File: config.mk
export PLATFORM = sky130hd
export DESIGN_NAME = samp_rate_detector_flat
export DESIGN_NICKNAME = d
export VERILOG_FILES = /design/src/rtl/samp_rate_pkg.sv /design/src/rtl/samp_rate_detector_if.sv /design/src/rtl/samp_rate_classify.sv /design/src/rtl/samp_rate_detector.sv /design/src/flat_wrapper.sv
export SDC_FILE = /design/constraint.sdc
export NUM_CORES = 1
export LEC_CHECK = 0
export ABC_AREA = 1
export CAP_MARGIN = 20
export CORE_UTILIZATION = 31
export CTS_BUF_LIST = sky130_fd_sc_hd__clkbuf_8
export DETAILED_ROUTE_END_ITERATION = 7
export PLACE_DENSITY = 0.59
export RECOVER_POWER = 100
export SLEW_MARGIN = 20
export SYNTH_ARGS = -nofsm -noshare
export SYNTH_HDL_FRONTEND = slang
export SYNTH_SLANG_ARGS = --single-unit
File: constraint.sdc
create_clock -name clock_in -period 2.7 [get_ports clock_in]
set_input_delay 0.405 -clock clock_in [delete_from_list [all_inputs] [get_ports clock_in]]
set_output_delay 0.405 -clock clock_in [all_outputs]
set_load 0.005 [all_outputs]
File: src/rtl/samp_rate_pkg.sv
// samp_rate_pkg: rate indices, classification window bounds and FSM states
// shared by the sample-rate generator and detector.
package samp_rate_pkg;
    localparam logic [2:0] RATE_48K    = 3'd7;
    localparam logic [2:0] RATE_44K1   = 3'd6;
    localparam logic [2:0] RATE_32K    = 3'd5;
    localparam logic [2:0] RATE_24K    = 3'd4;
    localparam logic [2:0] RATE_22K05  = 3'd3;
    localparam logic [2:0] RATE_16K    = 3'd2;
    localparam logic [2:0] RATE_11K025 = 3'd1;
    localparam logic [2:0] RATE_8K     = 3'd0;
    // Inclusive half-period windows in 12 MHz cycles
    localparam int WIN_MIN       = 100;
    localparam int WIN_48K_MAX   = 130;
    localparam int WIN_44K1_MAX  = 162;
    localparam int WIN_32K_MAX   = 219;
    localparam int WIN_24K_MAX   = 261;
    localparam int WIN_22K05_MAX = 323;
    localparam int WIN_16K_MAX   = 459;
    localparam int WIN_11K_MAX   = 647;
    localparam int WIN_MAX       = 900;
    typedef enum logic [1:0] {SEARCH = 2'd0, TRACK = 2'd1, LOCKED = 2'd2} state_e;
endpackage

File: src/rtl/samp_rate_detector_if.sv
// samp_rate_detector_if: sample toggle input and rate-detection results.
interface samp_rate_detector_if #(parameter int CNT_W = 10);
    logic             samp_in;
    logic [CNT_W-1:0] half_period;
    logic             meas_valid;
    logic             locked;
    logic [2:0]       rate_code;
    logic [7:0]       rate_onehot;
    logic             rate_change;
    modport master (output samp_in, input half_period, meas_valid, locked, rate_code, rate_onehot, rate_change);
    modport slave  (input samp_in, output half_period, meas_valid, locked, rate_code, rate_onehot, rate_change);
endinterface

File: src/rtl/samp_rate_classify.sv
// samp_rate_classify: maps a measured half-period to {valid, rate code}.
module samp_rate_classify import samp_rate_pkg::*; #(
    parameter int CNT_W = 10
) (
    input  logic [CNT_W-1:0] period,
    output logic             valid,
    output logic [2:0]       code
);
    logic [31:0] p;
    always_comb begin
        p = 32'(period);
        valid = (p >= WIN_MIN) && (p <= WIN_MAX);
        code = (p <= WIN_48K_MAX)   ? RATE_48K   :
               (p <= WIN_44K1_MAX)  ? RATE_44K1  :
               (p <= WIN_32K_MAX)   ? RATE_32K   :
               (p <= WIN_24K_MAX)   ? RATE_24K   :
               (p <= WIN_22K05_MAX) ? RATE_22K05 :
               (p <= WIN_16K_MAX)   ? RATE_16K   :
               (p <= WIN_11K_MAX)   ? RATE_11K025 : RATE_8K;
    end
endmodule

File: src/rtl/samp_rate_detector.sv
// samp_rate_detector: measures the half-period of an incoming sample-rate
// toggle, classifies it and reports a locked rate code.
module samp_rate_detector import samp_rate_pkg::*; #(
    parameter int SYNC_STAGES = 2,
    parameter int CNT_W       = 10,
    parameter int LOCK_COUNT  = 4,
    parameter int MISS_LIMIT  = 2,
    parameter int TIMEOUT     = 1023
) (
    input logic                clock_in,
    input logic                reset_n,
    samp_rate_detector_if.slave bus
);
    logic [SYNC_STAGES-1:0] sync_q, sync_d;
    logic                   prev_q, prev_d;
    logic [CNT_W-1:0]       cnt_q, cnt_d, half_period_q, half_period_d;
    logic                   meas_valid_q, meas_valid_d;
    state_e                 state_q, state_d;
    logic [2:0]             cand_q, cand_d, code_q, code_d, match_q, match_d;
    logic                   cand_ok_q, cand_ok_d, locked_q, locked_d;
    logic [1:0]             miss_q, miss_d;
    logic                   rate_change_q, rate_change_d;
    logic                   edge_p, timeout, cls_ok;
    logic [2:0]             cls_code;

    samp_rate_classify #(.CNT_W(CNT_W)) u_classify (.period(half_period_q), .valid(cls_ok), .code(cls_code));

    assign edge_p  = sync_q[SYNC_STAGES-1] ^ prev_q;
    assign timeout = cnt_q == CNT_W'(TIMEOUT);

    always_comb begin
        sync_d        = {sync_q[SYNC_STAGES-2:0], bus.samp_in};
        prev_d        = sync_q[SYNC_STAGES-1];
        cnt_d         = edge_p ? CNT_W'(1) : timeout ? cnt_q : cnt_q + CNT_W'(1);
        meas_valid_d  = edge_p && (state_q != SEARCH);
        half_period_d = meas_valid_d ? cnt_q : half_period_q;
        state_d       = state_q;
        cand_d        = cand_q;
        cand_ok_d     = cand_ok_q;
        match_d       = match_q;
        miss_d        = miss_q;
        locked_d      = locked_q;
        code_d        = code_q;
        if (edge_p && state_q == SEARCH) begin
            state_d   = TRACK;
            cand_ok_d = 1'b0;
            match_d   = 3'd0;
        end else if (!edge_p && timeout && state_q != SEARCH) begin
            state_d   = SEARCH;
            cand_ok_d = 1'b0;
            match_d   = 3'd0;
            miss_d    = 2'd0;
            locked_d  = 1'b0;
            code_d    = 3'd0;
        end else if (meas_valid_q && state_q == TRACK) begin
            if (!cls_ok) begin
                cand_ok_d = 1'b0;
                match_d   = 3'd0;
            end else if (cand_ok_q && cls_code == cand_q) begin
                match_d = match_q + 3'd1;
            end else begin
                cand_d    = cls_code;
                cand_ok_d = 1'b1;
                match_d   = 3'd1;
            end
            if (match_d == 3'(LOCK_COUNT)) begin
                state_d  = LOCKED;
                locked_d = 1'b1;
                code_d   = cand_d;
                miss_d   = 2'd0;
            end
        end else if (meas_valid_q && state_q == LOCKED) begin
            miss_d = (cls_ok && cls_code == code_q) ? 2'd0 : miss_q + 2'd1;
            // Losing lock seeds tracking with the class that broke it
            if (miss_d == 2'(MISS_LIMIT)) begin
                state_d   = TRACK;
                locked_d  = 1'b0;
                code_d    = 3'd0;
                miss_d    = 2'd0;
                cand_d    = cls_code;
                cand_ok_d = cls_ok;
                match_d   = cls_ok ? 3'd1 : 3'd0;
            end
        end
        rate_change_d = (locked_d != locked_q) || (code_d != code_q);
    end

    always_ff @(posedge clock_in or negedge reset_n) begin
        if (!reset_n) begin
            sync_q        <= '0;
            prev_q        <= 1'b0;
            cnt_q         <= '0;
            half_period_q <= '0;
            meas_valid_q  <= 1'b0;
            state_q       <= SEARCH;
            cand_q        <= 3'd0;
            cand_ok_q     <= 1'b0;
            match_q       <= 3'd0;
            miss_q        <= 2'd0;
            locked_q      <= 1'b0;
            code_q        <= 3'd0;
            rate_change_q <= 1'b0;
        end else begin
            sync_q        <= sync_d;
            prev_q        <= prev_d;
            cnt_q         <= cnt_d;
            half_period_q <= half_period_d;
            meas_valid_q  <= meas_valid_d;
            state_q       <= state_d;
            cand_q        <= cand_d;
            cand_ok_q     <= cand_ok_d;
            match_q       <= match_d;
            miss_q        <= miss_d;
            locked_q      <= locked_d;
            code_q        <= code_d;
            rate_change_q <= rate_change_d;
        end
    end

    assign bus.half_period = half_period_q;
    assign bus.meas_valid  = meas_valid_q;
    assign bus.locked      = locked_q;
    assign bus.rate_code   = code_q;
    assign bus.rate_onehot = locked_q ? 8'd1 << code_q : 8'd0;
    assign bus.rate_change = rate_change_q;
endmodule

File: src/flat_wrapper.sv
// flat-port wrapper written by rule: the top's interface ports become plain ports
module samp_rate_detector_flat import samp_rate_pkg::*;
#(
    parameter int SYNC_STAGES = 2,
    parameter int CNT_W       = 10,
    parameter int LOCK_COUNT  = 4,
    parameter int MISS_LIMIT  = 2,
    parameter int TIMEOUT     = 1023
)
  (clock_in, reset_n, bus_samp_in, bus_half_period, bus_meas_valid, bus_locked, bus_rate_code, bus_rate_onehot, bus_rate_change);
  samp_rate_detector_if #(.CNT_W(CNT_W)) bus_i ();
  input logic clock_in;
  input logic reset_n;
  input wire logic [$bits(bus_i.samp_in)-1:0] bus_samp_in;
  output wire logic [$bits(bus_i.half_period)-1:0] bus_half_period;
  output wire logic [$bits(bus_i.meas_valid)-1:0] bus_meas_valid;
  output wire logic [$bits(bus_i.locked)-1:0] bus_locked;
  output wire logic [$bits(bus_i.rate_code)-1:0] bus_rate_code;
  output wire logic [$bits(bus_i.rate_onehot)-1:0] bus_rate_onehot;
  output wire logic [$bits(bus_i.rate_change)-1:0] bus_rate_change;
  assign bus_i.samp_in = bus_samp_in;
  assign bus_half_period = bus_i.half_period;
  assign bus_meas_valid = bus_i.meas_valid;
  assign bus_locked = bus_i.locked;
  assign bus_rate_code = bus_i.rate_code;
  assign bus_rate_onehot = bus_i.rate_onehot;
  assign bus_rate_change = bus_i.rate_change;
  samp_rate_detector #(.SYNC_STAGES(SYNC_STAGES), .CNT_W(CNT_W), .LOCK_COUNT(LOCK_COUNT), .MISS_LIMIT(MISS_LIMIT), .TIMEOUT(TIMEOUT)) u_core (.clock_in(clock_in), .reset_n(reset_n), .bus(bus_i));
endmodule
## Word-level counts from Yosys, hierarchy flattened

Cells that the tools add are included.

| word-level totals | value |
|---|---|
| register bits | 40 |
| input bits | 3 |

| cells by class | value |
|---|---|
| $add $sub $neg | 3 |
| reductions and logical operators | 23 |
| bitwise operators | 3 |
| order comparisons | 9 |
| multiplexer cells | 57 |
| equal/unequal tests | 13 |
| shift operators | 1 |

Operator list:

| kind | count |
|---|---|
| $mux 3 | 25 |
| $le 10x8->1 const B | 3 |
| $le 10x9->1 const B | 3 |
| $mux 2 | 14 |
| $le 10x10->1 const B | 2 |
| $mux 10 | 2 |
| $mux 1 | 15 |
| $add 10x1->10 const B | 1 |
| $eq 10x10->1 const B | 1 |
| $ge 10x7->1 const B | 1 |
| $logic_and 1x1->1 | 9 |
| $reduce_and 3->1 | 3 |
| $mux 8 | 1 |
| $reduce_bool 4->1 | 2 |
| $shl 1x3->8 const A | 1 |
| $eq 3x3->1 | 2 |
| $reduce_bool 2->1 | 3 |
| $ne 5x5->1 const B | 1 |
| $eq 2x2->1 const B | 2 |
| $ne 4x2->1 const B | 1 |
| $reduce_and 4->1 | 1 |
| $add 3x1->3 const B | 1 |
| $eq 3x3->1 const B | 1 |
| $ne 3x2->1 const B | 1 |
| other kinds (12) | 13 |

## Depth between registers and ports, before layout

Gate-level depths: netlist of the first run.

| depth | value |
|---|---|
| word-level depth | 22 |
| gate-level depth with buffers | 21 |

## Cells and area by module

Synthesis of the first run repeated with hierarchy kept, for this count alone.

| second synthesis, totals | value |
|---|---|
| cell total of the unflattened synthesis | 365 |
| area, all modules | 2598.7 sq um |

By module, submodules not included:

| module | area each (sq um) | cells each | instances |
|---|---|---|---|
| samp_rate_detector | 2220.9 | 293 | 1 |
| samp_rate_classify | 377.9 | 72 | 1 |

## Least setup slack after synthesis of the first run

No wires, ideal clock.

| path | value |
|---|---|
| path type | register -> register |
| start | register u_core.half_period_q[5], in the netlist u_core.bus.half_period[5] |
| end | register u_core.rate_change_q, in the netlist u_core.bus.rate_change |
| slack | 664 ps |
| arrival time | 1918 ps |
| data required time | 2581 ps |
| buffers on the path | 0 |
| cell stages (with the launch flop) | 21 |
| cell sequence | dfrtp_1 > nor2_2 > nand2_2 > inv_2 > nand2_1 > nand2_2 > nand2_2 > nand3_2 > nand2_2 > nand2_2 > nand2_1 > nor2_2 > nand3_2 > nor2_2 > nand3_1 > nand3_1 > nand2_1 > nand2_1 > nand2_1 > nor2_1 > nand2_1 |

| between the ends | value |
|---|---|
| longest elaborated chain between the ends | 22 |
| elaborated cells on any way between the ends | 46 |

Ends and longest elaborated chain:

| what | RTL line | text |
|---|---|---|
| from (decl) | samp_rate_detector.sv:16 | `logic [CNT_W-1:0] cnt_q, cnt_d, half_period_q, half_period_d;` |
| from (signal assigned) | samp_rate_detector.sv:107 | `half_period_q <= half_period_d;` |
| $le 10x10->1 | samp_rate_classify.sv:19 | `(p <= WIN_11K_MAX) ? RATE_11K025 : RATE_8K;` |
| $mux 1 | samp_rate_classify.sv:19 |  |
| $mux 2 | samp_rate_classify.sv:18 | `(p <= WIN_16K_MAX) ? RATE_16K :` |
| $mux 2 | samp_rate_classify.sv:17 | `(p <= WIN_22K05_MAX) ? RATE_22K05 :` |
| $mux 3 | samp_rate_classify.sv:16 | `(p <= WIN_24K_MAX) ? RATE_24K :` |
| $mux 3 | samp_rate_classify.sv:15 | `(p <= WIN_32K_MAX) ? RATE_32K :` |
| $mux 3 | samp_rate_classify.sv:14 | `(p <= WIN_44K1_MAX) ? RATE_44K1 :` |
| $mux 3 | samp_rate_classify.sv:13 | `code = (p <= WIN_48K_MAX) ? RATE_48K :` |
| [8 not listed] | - |  |
| $mux 3 | samp_rate_detector.sv:66 | `if (match_d == 3'(LOCK_COUNT)) begin` |
| $mux 3 (*) | samp_rate_detector.sv:55 | `end else if (meas_valid_q && state_q == TRACK) begin` |
| $mux 3 (*) | samp_rate_detector.sv:48 | `end else if (!edge_p && timeout && state_q != SEARCH) begin` |
| $mux 3 (*) | samp_rate_detector.sv:44 | `if (edge_p && state_q == SEARCH) begin` |
| via u_core.code_d[2] | samp_rate_detector.sv:19 | `logic [2:0] cand_q, cand_d, code_q, code_d, match_q, match_d;` |
| $ne 3x3->1 (*) | samp_rate_detector.sv:85 | `rate_change_d = (locked_d != locked_q) \|\| (code_d != code_q);` |
| $logic_or 1x1->1 (*) | samp_rate_detector.sv:85 |  |
| via u_core.rate_change_d | samp_rate_detector.sv:22 | `logic rate_change_q, rate_change_d;` |
| to (signal assigned) | samp_rate_detector.sv:116 | `rate_change_q <= rate_change_d;` |
| to (decl) | samp_rate_detector.sv:22 |  |

Mark *: on every way through the listed nets, which the timed path passes. The rest lies on a longest branch. The select of a mux whose other input is x is not followed.
A chain may end at the register's enable or synchronous reset.

## Worst setup path after layout of the first run

| path | value |
|---|---|
| start | register u_core.half_period_q[7], in the netlist u_core.bus.half_period[7] |
| end | register u_core.miss_q[1] |

| between the ends | value |
|---|---|
| longest elaborated chain between the ends | 18 |
| elaborated cells on any way between the ends | 35 |

Ends and longest elaborated chain:

| what | RTL line | text |
|---|---|---|
| $le 10x10->1 | samp_rate_classify.sv:19 |  |
| $mux 1 | samp_rate_classify.sv:19 |  |
| $mux 2 | samp_rate_classify.sv:18 |  |
| $mux 2 | samp_rate_classify.sv:17 |  |
| $mux 3 | samp_rate_classify.sv:16 |  |
| $mux 3 | samp_rate_classify.sv:15 |  |
| $mux 3 | samp_rate_classify.sv:14 |  |
| $mux 3 | samp_rate_classify.sv:13 |  |
| [2 not listed] | - |  |
| $mux 3 | samp_rate_detector.sv:59 | `end else if (cand_ok_q && cls_code == cand_q) begin` |
| $mux 3 | samp_rate_detector.sv:56 | `if (!cls_ok) begin` |
| $mux 3 | samp_rate_detector.sv:55 |  |
| $mux 3 | samp_rate_detector.sv:48 |  |
| $mux 3 | samp_rate_detector.sv:44 |  |
| $eq 3x3->1 | samp_rate_detector.sv:66 |  |
| $ne 3x2->1 (no line) | - |  |
| $reduce_and 3->1 (no line) | - |  |
| to (signal assigned) | samp_rate_detector.sv:113 | `miss_q <= miss_d;` |
| to (decl) | samp_rate_detector.sv:21 | `logic [1:0] miss_q, miss_d;` |

Several ways; a longest one is shown, not always the timed one. The select of a mux whose other input is x is not followed.

==> flow_metrics.py, run 1 <==
metrics = {
    "sta": {
        "final_hold_viol_count": 0,
        "worstMarginPinSlew_ns": 1.163,
        "rsz0062_at_grt": "no",
        "max_slew_margin_pct": 22.16,
        "fmax_mhz": 412.1,
        "fin_crit_ns": 2.427,
        "finalSetupTns_ns": 0,
        "finalSetupViolations": 0,
        "fin_skew_ns": 0.01171,
        "slew_violations": 0,
        "fin_crit_sh_pct": 89.88,
    },
    "drt": {
        "wl_per_cell_um": 12.74,
        "num_vias": 2472,
        "postRouteAntennaNets": 0,
        "avgViaCountPerCell": 4.964,
        "wl_mm": 6.347,
        "first_pass_iters": 5,
        "drtIter0Drc": 157,
        "drc": 0,
    },
    "cts": {
        "cts_made_buffers": 5,
        "cts_setup_buffers": 0,
        "clkLatencyLatePin_ns": 0.30,
        "cts_tree": "built",
        "cts_resized": 0,
        "cts_max_path_buffers": 2,
        "numClockSinks": 40,
        "cts_root_buf": "clkbuf_8",
        "htreeDepth": 2,
        "clk_pin_slew_ns": 0.09,
        "postCtsHoldBufs": 0,
    },
    "global_routing": {
        "grt_pass1_vias": 2459,
        "grt_pass1_wl_mm": 11.11,
        "grt_max_degree": 41,
        "gr-usage-all-layers_pct": 16.27,
        "antenna_found_initial": 0,
        "grt_overflow": 0,
    },
    "setup_path": {
        "cp.required_ns": 2.91,
        "reg2reg_from": "u_core.bus.half_period[7]",
        "start_kind": "register",
        "reg2reg_depth": 14,
        "crit_arrival_ns": 2.64,
        "rr_endpoint": "u_core.miss_q[1]",
        "reg2reg_slack_ns": 0.27,
        "crit_path_end_kind": "register",
        "worstPathMaxFanout": 10,
        "worstSetupPathType": "reg2reg",
    },
    "floorplan": {
        "start_util_pct": 32.68,
        "die_h_um": 93.19,
        "ios": 27,
        "core-area_mm2": 0.007888,
        "num_rows": 32,
        "die_area_mm2": 0.008683,
        "die-width_um": 93.19,
    },
    "pwr": {
        "power_density_mw_per_mm2": 652.4,
        "irDropWorstVdd_uv": 229.1,
        "cellLeakagePower_nw": 1.410,
    },
    "yosys": {
        "ys_top_cells_by_count": "81 x nand2_1, 47 x inv_1, 46 x nor2_1",
        "synthArstFlopShare_pct": 100.0,
        "synth.most_common_cell": "nand2_1",
        "synth.area.top_cells": "dfrtp_1 39%, nand2_1 12%, inv_1 6.8%, nand3_1 6.8%, nor2_1 6.7%",
        "synth_ff_type": "dfrtp_1",
        "syn_inst": 365,
        "ys_warn_count": 0,
        "ys_seq_area_share_pct": 38.83,
        "synth_area_per_cell_um2": 7.062,
        "yosys.area.top_type_share_pct": 38.83,
        "synth-seq-cells": 40,
        "syn-cell-area_mm2": 0.002577,
        "synth_top_area_cell": "dfrtp_1",
        "synth_edf_count": 0,
        "synth_cell_types": 34,
        "synth_nets": 370,
    },
    "worst_hold_path": {
        "hold_path.class": "in2async",
    },
    "placement": {
        "port_buffers": 26,
        "placed_area_mm2": 0.002948,
        "place_congestion": 0.9170,
        "hpwl_mm": 4.883,
    },
    "finish": {
        "fin_nets": 400,
        "design_area_mm2": 0.003052,
        "n_antenna_cell": 0,
        "syn2layout_area_growth_pct": 18.40,
        "register_area_mm2": 0.001003,
        "layout-drive-gt1-share_pct": 12.63,
        "finish.utilization_pct": 38.69,
        "multi_input_area_mm2": 0.001330,
        "nFillCells": 838,
    },
    "outcome": {
        "status": "finished, final reports clean",
    },
    "flow_run": {
        "maxCapViolCount": 0,
    },
}
-- critical path, cell delays in order (launching register included) --
cell	delay (ns)
dfrtp_2	0.47
nand2_1	0.11
o21ai_1	0.13
nand2_1	0.12
o21ai_0	0.30
nand2_1	0.09
nand2_1	0.08
nand2_2	0.07
nand3_2	0.09
nand3_2	0.10
nor3_1	0.23
nor2_1	0.13
o21ai_2	0.19
nand2_1	0.07
a22oi_1	0.15
-- worst max path at each step --
stage / slack [ns] / cells after the start / from / end
after floorplan: 0.66 / 20 / u_core.bus.half_period[5] / u_core.bus.rate_change
after global placement: 0.27 / 17 / u_core.bus.half_period[7] / u_core.bus.rate_change
after detailed placement: 0.23 / 17 / u_core.bus.half_period[7] / u_core.bus.rate_change
after CTS: 0.22 / 14 / u_core.bus.half_period[7] / u_core.cand_q[0]
after global routing: 0.003 / 18 / u_core.bus.half_period[4] / u_core.bus.rate_change
final: 0.27 / 14 / u_core.bus.half_period[7] / u_core.miss_q[1]
-- state kept, by name, summed over array words and instances (netlist names) --
signal,flops
u_core.sync_q,2
u_core.cand_ok_q,1
u_core.cnt_q,10
u_core.bus.rate_code,3
u_core.bus.rate_change,1
u_core.bus.locked,1
u_core.state_q,2
u_core.bus.meas_valid,1
u_core.cand_q,3
u_core.miss_q,2
u_core.match_q,3
u_core.prev_q,1
u_core.bus.half_period,10
-- cell families (layout without fill, tap and decap cells) --
family,count (synthesis),in the layout,synth area share [%]
compound gates,57,57,13.25
xor+xnor,2,2,0.6797
fa+ha+maj,2,2,0.9707
buf+inv,59,90,8.884
flops,40,40,38.83
simple gates,205,205,37.38
-- layer usage --
| layer | track usage, % | share of wire [%] |
|---|---|---|
| met2 | 25.98 | 45 |
| met4 | 6.410 | 2.5 |
| met3 | 3.577 | 4.5 |
| met1 | 21.36 | 48 |
| met5 | 0 | 0 |
-- cell type report --
class | instances | share of cell area [%]
clock buffers | 6 | 2.706
clock inverters | 2 | 1.271
inverters | 55 | 6.765
multi-input cells | 266 | 43.58
flip-flops and latches | 40 | 32.88
well taps | 102 | 4.182
repair buffers | 27 | 8.610
-- per-stage QoR --
step	total power [mW]	worst slack, ns	hold slack, ns	std cells
floorplan	1.258	0.6637	0.1094	365
global placement	1.486	0.2738	0.3414	490
detailed placement	1.497	0.2298	0.3465	490
CTS	2.033	0.2189	0.2835	498
global route	2.144	0.002955	0.3231	498
finish	1.991	0.2733	0.2487	498
-- cell usage in the layout (no fill, tap or decap), types with 9 or more instances in the layout --
cell	count
nand2_1	82
inv_1	47
nor2_1	46
dfrtp_1	38
nand3_1	35
o21ai_0	28
dlygate4sd3_1	23
nand2_2	9
nor3_1	9
-- report_power, final --
group | switching, mW | internal (mW) | total [mW]
Combinational | 0.434 | 0.235 | 0.669
Clock | 0.226 | 0.303 | 0.529
Sequential | 0.0886 | 0.704 | 0.793
Total | 0.749 | 1.24 | 1.99
No activity file was read; power rests on OpenSTA's default activity.
==> run 2, diff against run 1 <==
--- a/config.mk
+++ b/config.mk
@@ -7,6 +7,7 @@
 export LEC_CHECK = 0
 export ABC_AREA = 1
 export CAP_MARGIN = 20
+export CORE_MARGIN = 2
 export CORE_UTILIZATION = 31
 export CTS_BUF_LIST = sky130_fd_sc_hd__clkbuf_8
 export DETAILED_ROUTE_END_ITERATION = 7
==> run 2 against run 1 <==
Net effect:
- sequential power rose by 0.6%
- sequential share of layout area about the same
- clock skew hardly changed
- maximum frequency barely moved
- clock power is 17% lower
- total power is 3.9% lower
- clock-buffer cell count unchanged
- critical path depth grew 3
- non-clock buffer count stayed put
- first-iteration DRC count increased by 47%
- critical path type unchanged
- largest power group unchanged
- highest routed layer unchanged
==> flow_metrics.py, run 2 (synthesis gave the netlist of run 1 again) <==
metrics = {
    "outcome": {
        "status": "finished, final reports clean",
    },
    "placement": {
        "place_congestion": 0.9150,
        "hpwl_mm": 4.911,
        "port_buffers": 26,
        "placed_area_mm2": 0.002952,
        "dp_slack_ns": 0.2628,
        "dp.cells": 493,
    },
    "drt": {
        "drc": 0,
        "first_pass_iters": 5,
        "avgViaCountPerCell": 4.968,
        "postRouteAntennaNets": 0,
        "wl_per_cell_um": 13.09,
        "wl_mm": 6.558,
        "drtIter0Drc": 231,
        "num_vias": 2489,
    },
    "finish": {
        "n_antenna_cell": 0,
        "final_cell_mix": "82 x nand2_1, 47 x inv_1, 46 x nor2_1",
        "fin_nets": 400,
        "final_common_cell": "nand2_1",
        "register_area_mm2": 0.001002,
        "multi_input_area_mm2": 0.001345,
        "nFillCells": 867,
        "final_cells": 501,
        "layout-drive-gt1-share_pct": 12.37,
        "syn2layout_area_growth_pct": 18.16,
        "design_area_mm2": 0.003045,
    },
    "sta": {
        "max_slew_margin_pct": 21.63,
        "finalWorstSetupSlack_ns": 0.2742,
        "fin_crit_sh_pct": 89.85,
        "slew_violations": 0,
        "finalSetupViolations": 0,
        "fmax_mhz": 412.2,
        "final_hold_viol_count": 0,
        "rsz0062_at_grt": "no",
        "worstMarginPinSlew_ns": 1.171,
        "fin_crit_ns": 2.426,
        "hold_slack_ns": 0.2254,
        "finalSetupTns_ns": 0,
        "fin_skew_ns": 0.01146,
    },
    "cts": {
        "clk_pin_slew_ns": 0.09,
        "cts_made_buffers": 5,
        "cts_tree": "built",
        "cts_max_path_buffers": 2,
        "numClockSinks": 40,
        "cts_setup_buffers": 0,
        "cts_root_buf": "clkbuf_8",
        "clkLatencyLatePin_ns": 0.30,
        "htreeDepth": 2,
    },
    "setup_path": {
        "start_kind": "register",
        "crit_chain": "inv_1 -> o21ai_1 -> nand2_1 -> o21ai_0 -> nand2_1 -> nand2_1 -> nand2_2 -> nand3_2 -> nand3_2 -> nor2_2 -> nand3_1 -> nand3_1 -> nand2_1 -> nand2_1 -> nand2_1 -> nor2_1 -> nand2_1",
        "critPathMaxStageDelay_ns": 0.50,
        "crit_arrival_ns": 2.62,
        "worstPathMaxFanout": 7,
        "reg2reg_from": "u_core.bus.half_period[8]",
        "cp.required_ns": 2.90,
        "cp_common_cell": "nand2_1",
        "crit_end": "u_core.bus.rate_change",
        "crit_path_end_kind": "register",
        "worstSetupPathType": "reg2reg",
        "rr_endpoint": "u_core.bus.rate_change",
        "reg2reg_slack_ns": 0.27,
        "reg2reg_depth": 17,
        "crit_slowest_cell": "dfrtp_1",
        "critPathLaunch": "u_core.bus.half_period[8]",
    },
    "global_routing": {
        "met1_usage_pct": 21.67,
        "busiest_layer": "met2",
        "gr-usage-all-layers_pct": 15.36,
        "antenna_found_initial": 0,
        "grt_max_degree": 41,
        "grtUsageMet2_pct": 24.24,
        "grt_pass1_vias": 2326,
        "grt_overflow": 0,
        "grtUsageMet3_pct": 1.660,
        "grt_pass1_wl_mm": 10.91,
    },
    "floorplan": {
        "die_h_um": 95.19,
        "start_util_pct": 31.69,
        "die_area_mm2": 0.009060,
        "core-area_mm2": 0.008134,
        "ios": 27,
        "num_rows": 33,
        "die-width_um": 95.19,
    },
    "pwr": {
        "irDropWorstVdd_uv": 265.2,
        "cellLeakagePower_nw": 1.398,
        "power_density_mw_per_mm2": 628.3,
    },
    "worst_hold_path": {
        "hold_path.class": "in2async",
    },
    "flow_run": {
        "maxCapViolCount": 0,
    },
}
run 2: cell count changes in the layout (fill, tap and decap cells not counted), sizes merged:
cell / before / now
bufinv: 1 / 0
clkinv: 2 / 1
clkdlybuf4s50: 2 / 1
dlygate4sd3: 23 / 24
clkinvlp: 0 / 2
run 2: power by group:
part,internal [mW],total (mW),switching [mW]
Combinational,0.236,0.679,0.443
Sequential,0.704,0.798,0.0934
Clock,0.207,0.437,0.230
Total,1.15,1.91,0.766
run 2: worst min-delay path by stage:
stage,to,slack [ns],start
after detailed placement,u_core.sync_q[1],0.34,u_core.sync_q[0]
after floorplan,u_core.bus.half_period[0],0.11,reset_n
after CTS,u_core.cand_q[0],0.28,reset_n
after global routing,u_core.bus.half_period[0],0.32,reset_n
final,u_core.cand_q[1],0.23,reset_n
after global placement,u_core.sync_q[1],0.34,u_core.sync_q[0]
run 2: final cells by class:
| type | count | share of cell area, % |
|---|---|---|
| Clock inverter | 2 | 0.4930 |
| Clock buffer | 6 | 2.712 |
| Timing Repair Buffer | 27 | 8.628 |
| Tap cell | 105 | 4.314 |
| Inverter | 55 | 6.779 |
| Sequential cell | 40 | 32.91 |
| Multi-Input combinational cell | 266 | 44.17 |
run 2: stage by stage:
step                util [%]  power [mW]
floorplan                  -       1.258
detailed placement     36.29       1.503
finish                 37.44       1.914
global route           37.44       2.085
global placement       36.26       1.493
CTS                    37.49       1.953
run 2: critical path: cells and delay by family, from the launching register on:
kind | cells | cell delay (ns)
AND/OR/NAND/NOR | 14 | 1.32
flip-flops | 1 | 0.50
AO/OA/AOI/OAI | 2 | 0.40
buffers and inverters | 1 | 0.12
run 2: routing by layer:
metal	part of all wire (%)	up-vias
met3	4.4	7
met5	0	-
met2	46	69
met1	48	1165
met4	1.3	0
li1	-	1248
run 2: what timing repair did:
action	in CTS	in global routing
gates resized for setup	0	3
hold buffers	0	0
setup endpoints to repair	0	3
==> run 3, diff against run 2 <==
--- a/config.mk
+++ b/config.mk
@@ -7,7 +7,7 @@
 export LEC_CHECK = 0
 export ABC_AREA = 1
 export CAP_MARGIN = 20
-export CORE_MARGIN = 2
+export CORE_MARGIN = 4
 export CORE_UTILIZATION = 31
 export CTS_BUF_LIST = sky130_fd_sc_hd__clkbuf_8
 export DETAILED_ROUTE_END_ITERATION = 7
==> run 3 against run 2 <==
Net effect:
- critical endpoint is now u_core.miss_q[1]
- routed wire length down 5.9%
- final cell count decreased by 0.80%
- sequential power about the same
- first-iteration DRC count down 49%
- clock power shrank 13%
- utilization increased by 0.68 points
- combinational power fell by 4.0%
- critical path type unchanged
- largest cell class unchanged
- largest power group unchanged
==> flow_metrics.py, run 3 (synthesis gave the netlist of run 1 again) <==
metrics = {
    "outcome": {
        "status": "finished, final reports clean",
    },
    "global_routing": {
        "grt_pass1_vias": 2388,
        "antenna_found_initial": 0,
        "grt_max_degree": 41,
        "grt_pass1_wl_mm": 10.96,
        "gr-usage-all-layers_pct": 13.49,
        "grt_overflow": 0,
    },
    "drt": {
        "first_pass_iters": 4,
        "drc": 0,
        "drtIter0Drc": 118,
        "avgViaCountPerCell": 4.885,
        "postRouteAntennaNets": 0,
        "wl_mm": 6.171,
        "num_vias": 2428,
        "wl_per_cell_um": 12.42,
    },
    "floorplan": {
        "num_rows": 32,
        "core-area_mm2": 0.007888,
        "ios": 27,
        "die_h_um": 99.19,
        "start_util_pct": 32.68,
        "die_area_mm2": 0.009838,
        "die-width_um": 99.19,
    },
    "setup_path": {
        "critPathMaxStageDelay_ns": 0.48,
        "crit_slowest_cell": "dfrtp_1",
        "crit_path_end_kind": "register",
        "path_delay_family": "simple AND/OR/NAND/NOR gates",
        "reg2reg_slack_ns": 0.28,
        "start_kind": "register",
        "crit_arrival_ns": 2.62,
        "worstPathMaxFanout": 7,
        "cp_common_cell": "nand2_1",
        "crit_buf_inv": 1,
        "crit_chain": "inv_1 -> o21ai_1 -> nand2_1 -> o21ai_0 -> nand2_1 -> nand2_1 -> nand2_2 -> nand3_2 -> nand3_2 -> nor3_1 -> nor2_1 -> o21ai_2 -> nand2_1 -> a22oi_1",
        "rr_endpoint": "u_core.miss_q[1]",
        "cp.required_ns": 2.90,
        "reg2reg_from": "u_core.bus.half_period[8]",
        "worstSetupPathType": "reg2reg",
        "reg2reg_depth": 14,
    },
    "cts": {
        "clk_pin_slew_ns": 0.08,
        "clkLatencyLatePin_ns": 0.29,
        "cts_max_path_buffers": 2,
        "cts_tree": "built",
        "cts_setup_buffers": 0,
        "cts_made_buffers": 5,
        "cts_root_buf": "clkbuf_8",
        "numClockSinks": 40,
        "htreeDepth": 2,
    },
    "pwr": {
        "irDropWorstVdd_uv": 309.0,
        "power_density_mw_per_mm2": 608.1,
        "finalPower_mw": 1.828,
        "cellLeakagePower_nw": 1.399,
    },
    "finish": {
        "fin_nets": 400,
        "final_cells": 497,
        "finish.utilization_pct": 38.12,
        "register_area_mm2": 0.001002,
        "n_antenna_cell": 0,
        "syn2layout_area_growth_pct": 16.65,
        "multi_input_area_mm2": 0.001330,
        "final_common_cell": "nand2_1",
        "final_cell_mix": "84 x nand2_1, 48 x inv_1, 46 x nor2_1",
        "nFillCells": 813,
        "layout-drive-gt1-share_pct": 11.39,
    },
    "sta": {
        "final_hold_viol_count": 0,
        "finalSetupTns_ns": 0,
        "worstMarginPinSlew_ns": 1.087,
        "finalSetupViolations": 0,
        "fin_crit_sh_pct": 89.48,
        "fmax_mhz": 413.9,
        "slew_violations": 0,
        "fin_skew_ns": 0.008926,
        "rsz0062_at_grt": "no",
        "fin_crit_ns": 2.416,
        "max_slew_margin_pct": 27.29,
    },
    "flow_run": {
        "maxCapViolCount": 0,
    },
    "placement": {
        "hpwl_mm": 4.848,
        "place_congestion": 0.8482,
        "dp.cells": 490,
        "port_buffers": 26,
    },
    "worst_hold_path": {
        "hold_path.class": "in2async",
    },
}
[run 3: cell types whose count changed in the layout (fill, tap and decap cells not counted), sizes merged]
cell,previous run,this run
clkinvlp,2,0
clkbuf,6,5
clkinv,1,2
inv,54,55
[run 3: cell type report]
type | instances | area share (%)
multi-input combinational | 266 | 44.24
sequential | 40 | 33.33
timing repair buffer | 27 | 8.739
tap | 102 | 4.245
clock inverter | 2 | 0.2913
inverter | 55 | 6.866
clock buffer | 5 | 2.289
[run 3: timing repair]
action | CTS | global route
hold endpoints to repair | 0 | 0
hold buffers | 0 | 0
resized for setup | 0 | 1
setup endpoints to repair | 0 | 7
[run 3: how the worst max path moves through the flow]
stage	depth (start not counted)	to	startpoint	slack, ns
after global routing	17	u_core.bus.rate_change	u_core.bus.half_period[8]	0.02
after CTS	17	u_core.bus.rate_change	u_core.bus.half_period[7]	0.18
after floorplan	20	u_core.bus.rate_change	u_core.bus.half_period[5]	0.66
final	14	u_core.miss_q[1]	u_core.bus.half_period[8]	0.28
after global placement	17	u_core.bus.rate_change	u_core.bus.half_period[7]	0.20
after detailed placement	17	u_core.bus.rate_change	u_core.bus.half_period[7]	0.18
[run 3: power by group]
part	leakage, nW	switching, mW	internal (mW)
clock	0.0452	0.207	0.172
combinational	0.835	0.419	0.234
sequential	0.519	0.0924	0.704
[run 3: metal layers]
metal | routed length (um) | track usage (%)
met5 | 0 | 0
met4 | 133 | 4.832
met3 | 170 | 2.034
met2 | 2819 | 21.38
met1 | 3048 | 18.67
[run 3: worst reg2reg max path, cell delays in order (launching register included)]
cell,delay [ns]
dfrtp_1,0.48
inv_1,0.13
o21ai_1,0.14
nand2_1,0.12
o21ai_0,0.25
nand2_1,0.08
nand2_1,0.07
nand2_2,0.08
nand3_2,0.10
nand3_2,0.11
nor3_1,0.24
nor2_1,0.13
o21ai_2,0.19
nand2_1,0.08
a22oi_1,0.15
[run 3: through the flow]
stage               hold slack, ns  area, um^2  worst slack [ns]
finish                      0.2371        3007            0.2841
floorplan                   0.1094        2577            0.6637
detailed placement          0.3413        2945            0.1816
global route                0.3297        3007           0.01780
CTS                         0.2867        3023            0.1817
global placement            0.3411        2945            0.2040
